## config.mk

```make
export PLATFORM = sky130hd
export DESIGN_NAME = adder_arbiter
export DESIGN_NICKNAME = d
export VERILOG_FILES = /design/src/rtl/adder_arbiter.sv
export SDC_FILE = /design/constraint.sdc
export NUM_CORES = 1
export LEC_CHECK = 0
export CAP_MARGIN = 20
export CORE_AREA = 2 2 161 163
export CTS_BUF_LIST = sky130_fd_sc_hd__clkbuf_8
export CTS_CLUSTER_SIZE = 10
export DETAILED_ROUTE_END_ITERATION = 12
export DIE_AREA = 0 0 163 165
export GPL_TIMING_DRIVEN = 0
export RECOVER_POWER = 25
export SLEW_MARGIN = 20
export SYNTH_ARGS = -nofsm -noshare
export SYNTH_HDL_FRONTEND = slang
export SYNTH_SLANG_ARGS = --single-unit
```

## constraint.sdc

```tcl
create_clock -name clk -period 2.2 [get_ports clk]
set_clock_uncertainty 0.05 [all_clocks]
set_input_delay 0.44 -clock clk [delete_from_list [all_inputs] [get_ports clk]]
set_output_delay 0.44 -clock clk [all_outputs]
set_load 0.1 [all_outputs]
```

## src/rtl/adder_arbiter.sv

```systemverilog
// rtl/adder_arbiter.sv - round-robin arbiter sharing one adder datapath among NREQ requesters
//
// Purpose:
//   Several clients share a single WIDTH-bit full adder. A round-robin
//   arbiter grants one request at a time. The block latches the winner's
//   operands and drives them onto the adder pins. After ADD_LAT cycles it
//   captures the adder sum and carry. It then presents that result on a
//   shared response bus until the granted requester accepts it.
//
// Ports:
//   clk, rst_n            clock, asynchronous active-low reset
//   req_valid/req_ready   per-requester request handshake (ready is one-hot)
//   req_a/req_b/req_cin   packed per-requester operands, slice i*WIDTH +: WIDTH
//   rsp_valid/rsp_ready   per-requester response handshake (valid is one-hot)
//   rsp_sum/rsp_cout      captured result, shared bus qualified by rsp_valid
//   add_a/add_b/add_cin   operands to the external adder
//   add_sum/add_cout      result from the external adder
//   busy                  high whenever an operation is in flight
//   grant_id              index of the current or most recent grant

module adder_arbiter #(
    parameter int WIDTH   = 32,
    parameter int NREQ    = 4,
    parameter int ADD_LAT = 1
) (
    input  logic                        clk,
    input  logic                        rst_n,
    input  logic [NREQ-1:0]             req_valid,
    output logic [NREQ-1:0]             req_ready,
    input  logic [NREQ*WIDTH-1:0]       req_a,
    input  logic [NREQ*WIDTH-1:0]       req_b,
    input  logic [NREQ-1:0]             req_cin,
    output logic [NREQ-1:0]             rsp_valid,
    input  logic [NREQ-1:0]             rsp_ready,
    output logic [WIDTH-1:0]            rsp_sum,
    output logic                        rsp_cout,
    output logic [WIDTH-1:0]            add_a,
    output logic [WIDTH-1:0]            add_b,
    output logic                        add_cin,
    input  logic [WIDTH-1:0]            add_sum,
    input  logic                        add_cout,
    output logic                        busy,
    output logic [$clog2(NREQ)-1:0]     grant_id
);

    localparam int IW = $clog2(NREQ);
    // The counter only ever holds values 0..ADD_LAT-1.
    localparam int CW = (ADD_LAT > 1) ? $clog2(ADD_LAT) : 1;

    typedef enum logic [1:0] {
        S_IDLE = 2'd0,
        S_WAIT = 2'd1,
        S_RESP = 2'd2
    } state_t;

    state_t             r_state;
    state_t             w_next_state;

    logic [IW-1:0]      r_last;
    logic [IW-1:0]      r_grant;
    logic [CW-1:0]      r_cnt;
    logic [WIDTH-1:0]   r_op_a;
    logic [WIDTH-1:0]   r_op_b;
    logic               r_op_cin;
    logic [WIDTH-1:0]   r_sum;
    logic               r_cout;

    logic               w_found;
    logic [IW-1:0]      w_sel;
    logic [NREQ-1:0]    w_req_ready;
    logic [NREQ-1:0]    w_rsp_valid;
    logic               w_accept;
    logic               w_capture;

    // Requester index reached by stepping 'off' places past 'base', modulo NREQ.
    function automatic logic [IW-1:0] rr_idx(input logic [IW-1:0] base, input int off);
        int t;
        t = (int'(base) + off) % NREQ;
        return IW'(t);
    endfunction

    // Round-robin search. It starts just after the last grant, so the most
    // recently served requester is considered last.
    always_comb begin
        w_found = 1'b0;
        w_sel   = '0;
        for (int j = 1; j <= NREQ; j++) begin
            if (!w_found && req_valid[rr_idx(r_last, j)]) begin
                w_found = 1'b1;
                w_sel   = rr_idx(r_last, j);
            end
        end
    end

    // Next-state and handshake decode.
    always_comb begin
        w_next_state = r_state;
        w_req_ready  = '0;
        w_rsp_valid  = '0;
        w_accept     = 1'b0;
        w_capture    = 1'b0;
        case (r_state)
            S_IDLE: begin
                if (w_found) begin
                    w_req_ready[w_sel] = 1'b1;
                    w_accept           = 1'b1;
                    w_next_state       = S_WAIT;
                end
            end
            S_WAIT: begin
                if (r_cnt == '0) begin
                    w_capture    = 1'b1;
                    w_next_state = S_RESP;
                end
            end
            S_RESP: begin
                w_rsp_valid[r_grant] = 1'b1;
                // Only the granted requester's ready can complete the response.
                if (rsp_ready[r_grant]) begin
                    w_next_state = S_IDLE;
                end
            end
            default: begin
                w_next_state = S_IDLE;
            end
        endcase
    end

    always_ff @(posedge clk or negedge rst_n) begin
        if (!rst_n) begin
            r_state  <= S_IDLE;
            r_last   <= IW'(NREQ - 1);
            r_grant  <= '0;
            r_cnt    <= '0;
            r_op_a   <= '0;
            r_op_b   <= '0;
            r_op_cin <= 1'b0;
            r_sum    <= '0;
            r_cout   <= 1'b0;
        end else begin
            r_state <= w_next_state;
            if (w_accept) begin
                r_op_a   <= req_a[w_sel*WIDTH +: WIDTH];
                r_op_b   <= req_b[w_sel*WIDTH +: WIDTH];
                r_op_cin <= req_cin[w_sel];
                r_grant  <= w_sel;
                r_last   <= w_sel;
                r_cnt    <= CW'(ADD_LAT - 1);
            end else if (r_state == S_WAIT && r_cnt != '0) begin
                r_cnt <= r_cnt - 1'b1;
            end
            if (w_capture) begin
                r_sum  <= add_sum;
                r_cout <= add_cout;
            end
        end
    end

    // The FSM sits in IDLE while reset is held. Gating with rst_n keeps
    // req_ready low for the whole reset period, not just after it.
    assign req_ready = rst_n ? w_req_ready : '0;
    assign rsp_valid = w_rsp_valid;
    assign rsp_sum   = r_sum;
    assign rsp_cout  = r_cout;
    assign add_a     = r_op_a;
    assign add_b     = r_op_b;
    assign add_cin   = r_op_cin;
    assign busy      = (r_state != S_IDLE);
    assign grant_id  = r_grant;

endmodule

```

Yosys cells after proc, flatten, opt, wreduce, memory -nomap -nowiden --
Index checks and enable logic that the tools add are counted.
Storage, ports and cells: register bits 105, bits of input ports 303, output and inout bits 109
Cells by class: $add $sub $neg 5, order comparisons 8, equal/unequal tests 5, shift operators 2, mux-type cells 38, reduce and logical (&&, ||, !) cells 13
Operators by type and width (count):
- $shiftx A128 B8 Y32 | 2
- $lt A2 B3 Y1 const B | 6
- $mux W1 | 18
- $mux W4 | 4
- $mux W2 | 7
- $bmux W1 S2 | 6
- $logic_and A1 B1 Y1 | 6
- $ne A2 B2 Y1 const B | 3
- $pmux W2 S3 | 1
- $add A2 B1 Y2 const B | 2
- $add A2 B2 Y2 const B | 2
- $demux W1 S2 | 2
- $ge A2 B1 Y1 const B | 2
- $reduce_bool A2 Y1 | 2
- $logic_not A1 Y1 | 3
- $reduce_and A3 Y1 | 1
- $eq A2 B1 Y1 const B | 1
- $eq A2 B2 Y1 const B | 1
- $logic_not A2 Y1 | 1
- $sub A1 B1 Y1 const B | 1

Longest topological paths before layout --
Gate-level depths: netlist of the first run.
word-level depth 20, mapped depth 8

Least setup slack after synthesis of the first run --
Ideal clock, no wire load.
kind reg-to-output, start point register r_grant[0] (netlist: grant_id[0]), end point output rsp_valid[1], arrival time 3300 ps, data required time 1710 ps, path slack -1590 ps, cell stages (with the launch flop) 2, path through dfrtp_1 > nor3b_1
Between the ends: word-level cells in the longest chain between the ends 5, elaborated cells on any way between the ends 6, those cells by class order compare: 2; mux: 3; reduce/logical: 1
RTL lines:
- from (decl) | RTL line 60 | logic [IW-1:0] r_grant;
- from (signal assigned) | RTL line 146 | r_grant <= w_sel;
- $lt A2 B3 Y1 (implied by the code) / $ge A2 B1 Y1 (equally long branches) | RTL line 117 | w_rsp_valid[r_grant] = 1'b1;
- $logic_and A1 B1 Y1 (implied by the code) | RTL line 117
- $mux W1 (implied by the code) | RTL line 117
- $demux W1 S2 (*) | RTL line 117
- $mux W4 (*) | RTL line 102 | case (r_state)
- to (decl) | RTL line 33 | output logic [NREQ-1:0] rsp_valid,
Mark *: on every way between the ends. The rest lies on a longest branch, timed or not.

Worst setup path in the final report of the first run --
start point register r_last[1], end point output req_ready[0]
Between the ends: word-level cells in the longest chain between the ends 20, elaborated cells on any way between the ends 34, those cells by class add/sub: 4; order compare: 2; mux: 21; reduce/logical: 7
RTL lines:
- from (decl) | RTL line 59 | logic [IW-1:0] r_last;
- from (signal assigned) | RTL line 132 | r_last <= IW'(NREQ - 1);
- from (signal assigned) | RTL line 147 | r_last <= w_sel;
- $add A2 B1 Y2 | RTL line 78 | t = (int'(base) + off) % NREQ;
- $bmux W1 S2 | RTL line 88 | if (!w_found && req_valid[rr_idx(r_last, j)]) begin
- $mux W1 (implied by the code) | RTL line 88
- $mux W1 | RTL line 88
- $logic_not A1 Y1 | RTL line 88
- $logic_and A1 B1 Y1 | RTL line 88
- $mux W1 | RTL line 88
- $logic_not A1 Y1 | RTL line 88
- [4 not listed]
- $mux W2 | RTL line 88
- $lt A2 B3 Y1 (implied by the code) / $ge A2 B1 Y1 (equally long branches) | RTL line 105 | w_req_ready[w_sel] = 1'b1;
- $logic_and A1 B1 Y1 (implied by the code) | RTL line 105
- $mux W1 (implied by the code) | RTL line 105
- $demux W1 S2 | RTL line 105
- $mux W4 (*) | RTL line 104 | if (w_found) begin
- $mux W4 (*) | RTL line 102
- $mux W4 (*) | RTL line 161 | assign req_ready = rst_n ? w_req_ready : '0;
- to (decl) | RTL line 29 | output logic [NREQ-1:0] req_ready,
Mark *: on every way between the ends. The rest lies on a longest branch, timed or not. The select of a mux whose other input is x is not followed.

==> results of run 1 <==
-- synthesized netlist by cell type (all sizes together) --
cell     count
o21ai       65
o211ai      65
a21boi      66
nor3b        2
and3        65
and2         2
a21oi        3
dfrtp      103
nor2         9
and4b        1
buf         32
o32a         1
nand3b       1
mux4         1
nand2       72
clkbuf      30
nor2b        4
mux2i       66
nor3         2
and3b        1
o21a         1
nand3        1
or4          1
nand2b       1
mux2        33
dfstp        2
inv          1
a2bb2oi      1
o21bai       2
-- logic make-up (layout without fill, tap and decap cells) --
logic type	count (synthesis)	after routing
AND/OR/NAND/NOR	162	162
flip-flops	105	105
multiplexers	100	100
buffers and inverters	63	525
other	0	3
AO/OA/AOI/OAI	204	204
-- flip-flops by register name, indices dropped and copies added, names as in the netlist --
register	cells
add_a	32
add_b	32
add_cin	1
grant_id	2
r_cnt	1
r_last	2
r_state	2
rsp_cout	1
rsp_sum	32
-- per-layer routing --
| layer | track usage (%) | vias to the layer above | routed length [µm] |
|---|---|---|---|
| met5 | 0 | - | 27 |
| met4 | 6.03 | 4 | 590 |
| met3 | 6.15 | 31 | 2400 |
| met2 | 37.3 | 290 | 14400 |
| met1 | 24.3 | 3137 | 12000 |
| li1 | - | 3241 | - |
-- worst paths after layout --
| kind | start | endpoint |
|---|---|---|
| setup / recovery | r_last[1]$_DFFE_PN1P_ | req_ready[0] |
| hold / removal | rst_n | r_last[0]$_DFFE_PN1P_ |
| setup reg to reg | r_last[1]$_DFFE_PN1P_ | add_a[24]$_DFFE_PN0P_ |
| hold reg to reg | add_a[29]$_DFFE_PN0P_ | add_a[29]$_DFFE_PN0P_ |
| max in group asynchronous | rst_n | grant_id[1]$_DFFE_PN0P_ |
| min in group clk | add_a[29]$_DFFE_PN0P_ | add_a[29]$_DFFE_PN0P_ |
-- worst max-delay path: cells and delay by family (launching register included) --
family                 cells  cell delay (ns)
buffers and inverters      2             0.30
AOI/OAI and AO/OA          1             0.37
and+or+nand+nor            3             0.49
DFF                        1             0.59
-- cell type report --
cell class / instances / area [µm²] / share of cell area [%]
Buffer: 59 / 503 / 4.23
Inverter: 1 / 3.75 / 0.0316
Multi-Input combinational cell: 466 / 3620 / 30.5
Clock inverter: 7 / 80.1 / 0.674
Sequential cell: 105 / 2630 / 22.2
Tap cell: 330 / 413 / 3.48
Clock buffer: 9 / 124 / 1.04
Timing Repair Buffer: 449 / 4490 / 37.8
Antenna cell: 3 / 7.51 / 0.0632
-- power groups by stage --
stage	logic [mW]	registers, mW	clock network (mW)
floorplan	3.75	9.96	0
global placement	14.0	3.52	0
detailed placement	14.1	3.55	0
CTS	14.0	3.47	1.38
global route	15.3	3.58	1.44
finish	14.6	3.46	1.32
-- metrics by stage --
step	cells	util (%)	cell area, µm²	TNS [ns]
detailed placement	1376	43.5	10900	-46.99
CTS	1410	45.6	11400	-1.61
floorplan	634	-	6330	-0.403
global route	1428	47.4	11900	-8.87
global placement	1375	43.4	10900	-471.69
finish	1429	47.4	11900	-3.26
-- repair_timing --
item / CTS / global route
gates cloned: 1 / 5
endpoints found under the hold margin: 46 / 0
resized for setup: 248 / 118
hold buffers: 4 / 0
setup buffers: 15 / 14
pin swaps: 7 / 19
setup endpoints to repair: 178 / 77
==> metrics.md, run 1 <==
| Metric | Value |
|---|---|
| Status | complete, but fails checks |
| Failing checks | negative setup slack |
| Vias | 6703 |
| Main combinational cell family by area after synthesis | compound AO/OA/AOI/OAI gates |
| Syn avg cell area | 9.84 µm² |
| Layout Nets | 1394 |
| Synthesized cell area | 6240 µm² |
| TritonCTS clock tree | done |
| DRC | 0 |
| IO Port Bufs | 411 |
| Max IR drop VDD | 1000 µV |
| Maximum buffer depth of the clock tree | 2 |
| Synth area leader | dfrtp_1 |
| DR WL/cell | roughly 21 µm |
| Grt ovf | 0 |
| Post-Route WL | 29500 µm |
| Combinational share of power | 75.4% |
| Synth top area share | 41.3% |
| Worst skew pair latency | 0.38 ns |
| Internal | ~7.6 mW |
| Min Tclk post-route | 2.63 ns |
| Compound-Gate Fraction of Synth Area | 22.5% |
| Xor/xnor cell area share of the yosys netlist | 0% |
| Syn Nets | 937 |
| Die area | about 27000 µm² |
| Slew headroom | 2.68% |
| Drt first pass iters | 4 |
| Critical path, cell by cell | buf_6 > nor2b_1 > o32a_1 > nand3b_1 > nor2_4 > buf_12 |
| WP data arrival | 2.14 ns |
| Max-capacitance violation count | 0 |
| Io pins | 412 |
| Switching part of the total power | 60.7% |
| Seq cells post-synth | 105 |
| Die Span X | 163 µm |
| Setup CP Type | flop to output port |
| Most common cell after layout, fill and taps aside | clkdlybuf4s50_1 |
| First-pass GRT wire length | 41900 µm |
| Die Y | 165 µm |
| Setup crit end kind | output port |
| First DRT Iteration DRCs | 265 |
| Pin count of the biggest net entering global routing | 47 |
| Flop2flop setup slack | -0.12 ns |
| Final Max Tran Viols | 0 |
| Routed vias/inst | 4.69 |
| Max incr delay on CP | 0.59 ns |
| Clock root buffer | clkbuf_8 |
| Startpoint types | flop |
| PnR worst setup slack | -0.427 ns |
| Sequential element share of the synthesized area | 42.1% |
| Commonest cells after routing, fill and taps aside | clkdlybuf4s50_1, dfrtp_1, dlygate4sd2_1 |
| Fill cell count | 2447 |
| Cells after synthesis | 634 |
| Vias in the first global route | 6823 |
| Layout cell share with drive strength beyond 1 | 18.6% |
| Fin crit share | 119% |
| Worst R2R Path Depth | 10 |
| Critical Path Fanout Max | 5 |
| Core Area | between 20000 and 30000 µm² |
| Place WS | -1.72 ns |
| Worst Tran Pin Value | 1.46 ns |
| Max H-tree Level | 3 |
| Worst EP required | 1.71 ns |
| Max Clk Rate | around 380 MHz |
| P_sw | roughly 12 mW |
| Yosys cell types | 35 |
| Area contributors post-synth | dfrtp_1, mux2i_1, a21boi_0 |
| TritonCTS buffer count | 9 |
| Leakage power | 5.18 nW |
| Hold WS | 0.212 ns |
| Initial core utilization | 24.9% |
| Initial antenna violation count | 5 |
| Routed Antenna Nets | 0 |
| Final Hold Vio Count | 0 |
| Seq pwr share | 17.8% |
| Final Power | a little under 20 mW |
| Slowest CP cell | dfstp_2 |
| GP Congestion | 0.793 |
| Clock-pin transition on the worst setup and hold timing paths | about 0.11 ns |
| Post-synthesis adder-cell area fraction | 0% |
| GRT Util Overall | around a fifth |
| Clk sinks | roughly 110 |
| Post-synthesis mux area share | 16.9% |
| Simple-Gate Fraction of Synth Area | 13.2% |
| Hold Path Class | input pin to asynchronous set/reset pin |
| Clock Power Share | 6.8% |
| Final setup viols | 33 |
| Dpl hpwl | 22300 µm |
| Ys Warns | 0 |
| RSZ-0062 raised after global routing | yes |
| PD cells | 1640 nW/µm² |
| P&R area growth vs syn | 90.4% |
| Site Rows | 58 |
No activity file was read; power rests on OpenSTA's default activity.
==> run 2, diff against run 1 <==
--- a/config.mk
+++ b/config.mk
@@ -6,11 +6,11 @@
 export NUM_CORES = 1
 export LEC_CHECK = 0
 export CAP_MARGIN = 20
-export CORE_AREA = 2 2 161 163
+export CORE_AREA = 2 2 162 164
 export CTS_BUF_LIST = sky130_fd_sc_hd__clkbuf_8
 export CTS_CLUSTER_SIZE = 10
 export DETAILED_ROUTE_END_ITERATION = 12
-export DIE_AREA = 0 0 163 165
+export DIE_AREA = 0 0 164 166
 export GPL_TIMING_DRIVEN = 0
 export RECOVER_POWER = 25
 export SLEW_MARGIN = 20
==> constraint.sdc (replaced) <==
create_clock -name clk -period 3.08 [get_ports clk]
set_clock_uncertainty 0.05 [all_clocks]
set_input_delay 0.616 -clock clk [delete_from_list [all_inputs] [get_ports clk]]
set_output_delay 0.616 -clock clk [all_outputs]
set_load 0.1 [all_outputs]
==> metrics.md, run 2 (synthesized netlist as in run 1, its figures left out) <==
| Metric | Value |
|---|---|
| Worst EP required | around 2.4 ns |
| Crit path top cell by count | buf_6 |
| First-pass GRT wire length | 41300 µm |
| Leakage power | 4.71 nW |
| Routed vias/inst | 4.68 |
| Maximum buffer depth of the clock tree | 2 |
| TritonCTS buffer count | 9 |
| Buf/Inv on CP | 5 |
| RSZ-0062 raised after global routing | no |
| Die Y | 166 µm |
| Setup crit end kind | output port |
| DR WL/cell | slightly below 20 µm |
| Max Clk Rate | approximately 340 MHz |
| Initial antenna violation count | 0 |
| First DRT Iteration DRCs | 265 |
| Initial core utilization | approximately a quarter |
| Routed Antenna Nets | 0 |
| Final Max Tran Viols | 0 |
| Post-route cell area | 11200 µm² |
| Die area | between 20000 and 30000 µm² |
| Fill cell count | 2584 |
| Non-Filler Instances | 1403 |
| Clock root buffer | clkbuf_8 |
| Dpl cells | 1381 |
| Grt ovf | 0 |
| Site Rows | 59 |
| Max IR drop VDD | 1030 µV |
| Max-capacitance violation count | 0 |
| TritonCTS clock tree | done |
| DRC | 0 |
| Hold Path Class | input pin to asynchronous set/reset pin |
| Startpoint types | input pin |
| Worst skew pair latency | slightly below 0.4 ns |
| Drt first pass iters | 4 |
| Max H-tree Level | 3 |
| Clk sinks | 105 |
| Min Tclk post-route | 2.96 ns |
| Die Span X | 164 µm |
| Dpl hpwl | ~22000 µm |
| GRT Util Overall | between 10% and 20% |
| Pin count of the biggest net entering global routing | 60 |
| GP Congestion | 0.826 |
| Diode count | 0 |
| Post-Route WL | 27700 µm |
| Final setup viols | 0 |
| Core Area | 25600 µm² |
| Commonest cells after routing, fill and taps aside | clkdlybuf4s50_1, dfrtp_1, nand2_1 |
| Critical path, cell by cell | dlygate4sd2_1 > a21boi_1 > o21bai_2 > buf_4 > and2_1 > buf_6 > buf_12 > nor2_1 > buf_6 |
| WP data arrival | 2.30 ns |
| PnR worst setup slack | 0.116 ns |
| Flop2flop setup slack | 0.37 ns |
| Status | complete, no violations |
| Setup CP Type | input pin to output port |
| Area after DPL | between 10000 and 15000 µm² |
| Critical Path Fanout Max | 19 |
| Vias | approximately 6600 |
| PD cells | 1210 nW/µm² |
| Max incr delay on CP | 0.34 ns |
| Vias in the first global route | slightly below 7000 |
| Place WS | -1.52 ns |
| Clock-pin transition on the worst setup and hold timing paths | 0.13 ns |
| P&R area growth vs syn | 79.1% |
| Slew headroom | 30.1% |
| Layout cell share with drive strength beyond 1 | 10.9% |
| Worst Tran Pin Value | approximately 1.0 ns |
| Slowest CP cell | dlygate4sd2_1 |
| Most common cell after layout, fill and taps aside | clkdlybuf4s50_1 |
| Crit-path leading delay family | buffers and inverters |
| Io pins | roughly 410 |
| Reg-to-Reg Start | r_last[1]$_DFFE_PN1P_ |
| Fin crit share | 96.2% |
| Final Hold Vio Count | 0 |
| Layout Nets | about 1400 |
| IO Port Bufs | 411 |
| Worst Setup SP | req_valid[3] |
## run 2: worst paths after layout
| path | to | cells past startpoint |
|---|---|---|
| setup / recovery | req_ready[1] | 9 |
| hold / removal | rsp_sum[8]$_DFFE_PN0P_ | 1 |
| setup reg to reg | add_b[23]$_DFFE_PN0P_ | 9 |
| hold reg to reg | add_a[2]$_DFFE_PN0P_ | 2 |
| max in group asynchronous | r_last[0]$_DFFE_PN1P_ | 2 |
| min in group clk | add_a[2]$_DFFE_PN0P_ | 2 |
## run 2: area by class of cell
class,instances,area (µm²),area share [%]
well taps,335,419,3.75
clock inverters,7,95.1,0.851
plain buffers,60,324,2.90
clock buffers,9,124,1.11
multi-input cells,466,3350,30.0
inverters,1,3.75,0.0336
repair buffers,420,4230,37.9
flip-flops and latches,105,2630,23.5
## run 2: metrics by stage
step           setup TNS (ns)  utilization, %  hold slack (ns)  total power, mW
6_report                    0            43.6            0.107             13.5
5_1_grt                     0            43.6            0.121             14.2
4_1_cts                     0            43.6            0.102             13.7
3_5_place_dp            -8.24            42.2            0.430             12.5
3_3_place_gp          -357.33            42.1            0.420             12.5
2_1_floorplan          -0.705               -            0.270             9.73
## run 2: worst reg2reg max path, delay by kind of cell, from the launching register on
kind                   cells  cell delay, ns
buffers and inverters      4            0.98
AOI/OAI and AO/OA          4            0.69
DFF                        1            0.62
muxes                      1            0.27
## run 2: per-layer routing
metal,vias to the layer above,part of all wire (%),global-route usage [%]
li1,3175,-,-
met1,3070,40,23.7
met2,288,50,35.9
met3,28,8.1,4.82
met4,0,1.7,4.84
met5,-,0,0
## run 2: report_power, final
part / switching (mW) / internal [mW]
clock: 0.598 / 0.405
sequential: 0.407 / 2.08
combinational: 7.22 / 2.82
## run 2: what timing repair did
item / in CTS / in global routing
buffers inserted: 8 / 0
endpoints found under the hold margin: 0 / 0
hold buffers: 0 / 0
endpoints found under the setup margin: 6 / 6
pin swaps: 2 / 1
resized for setup: 52 / 6
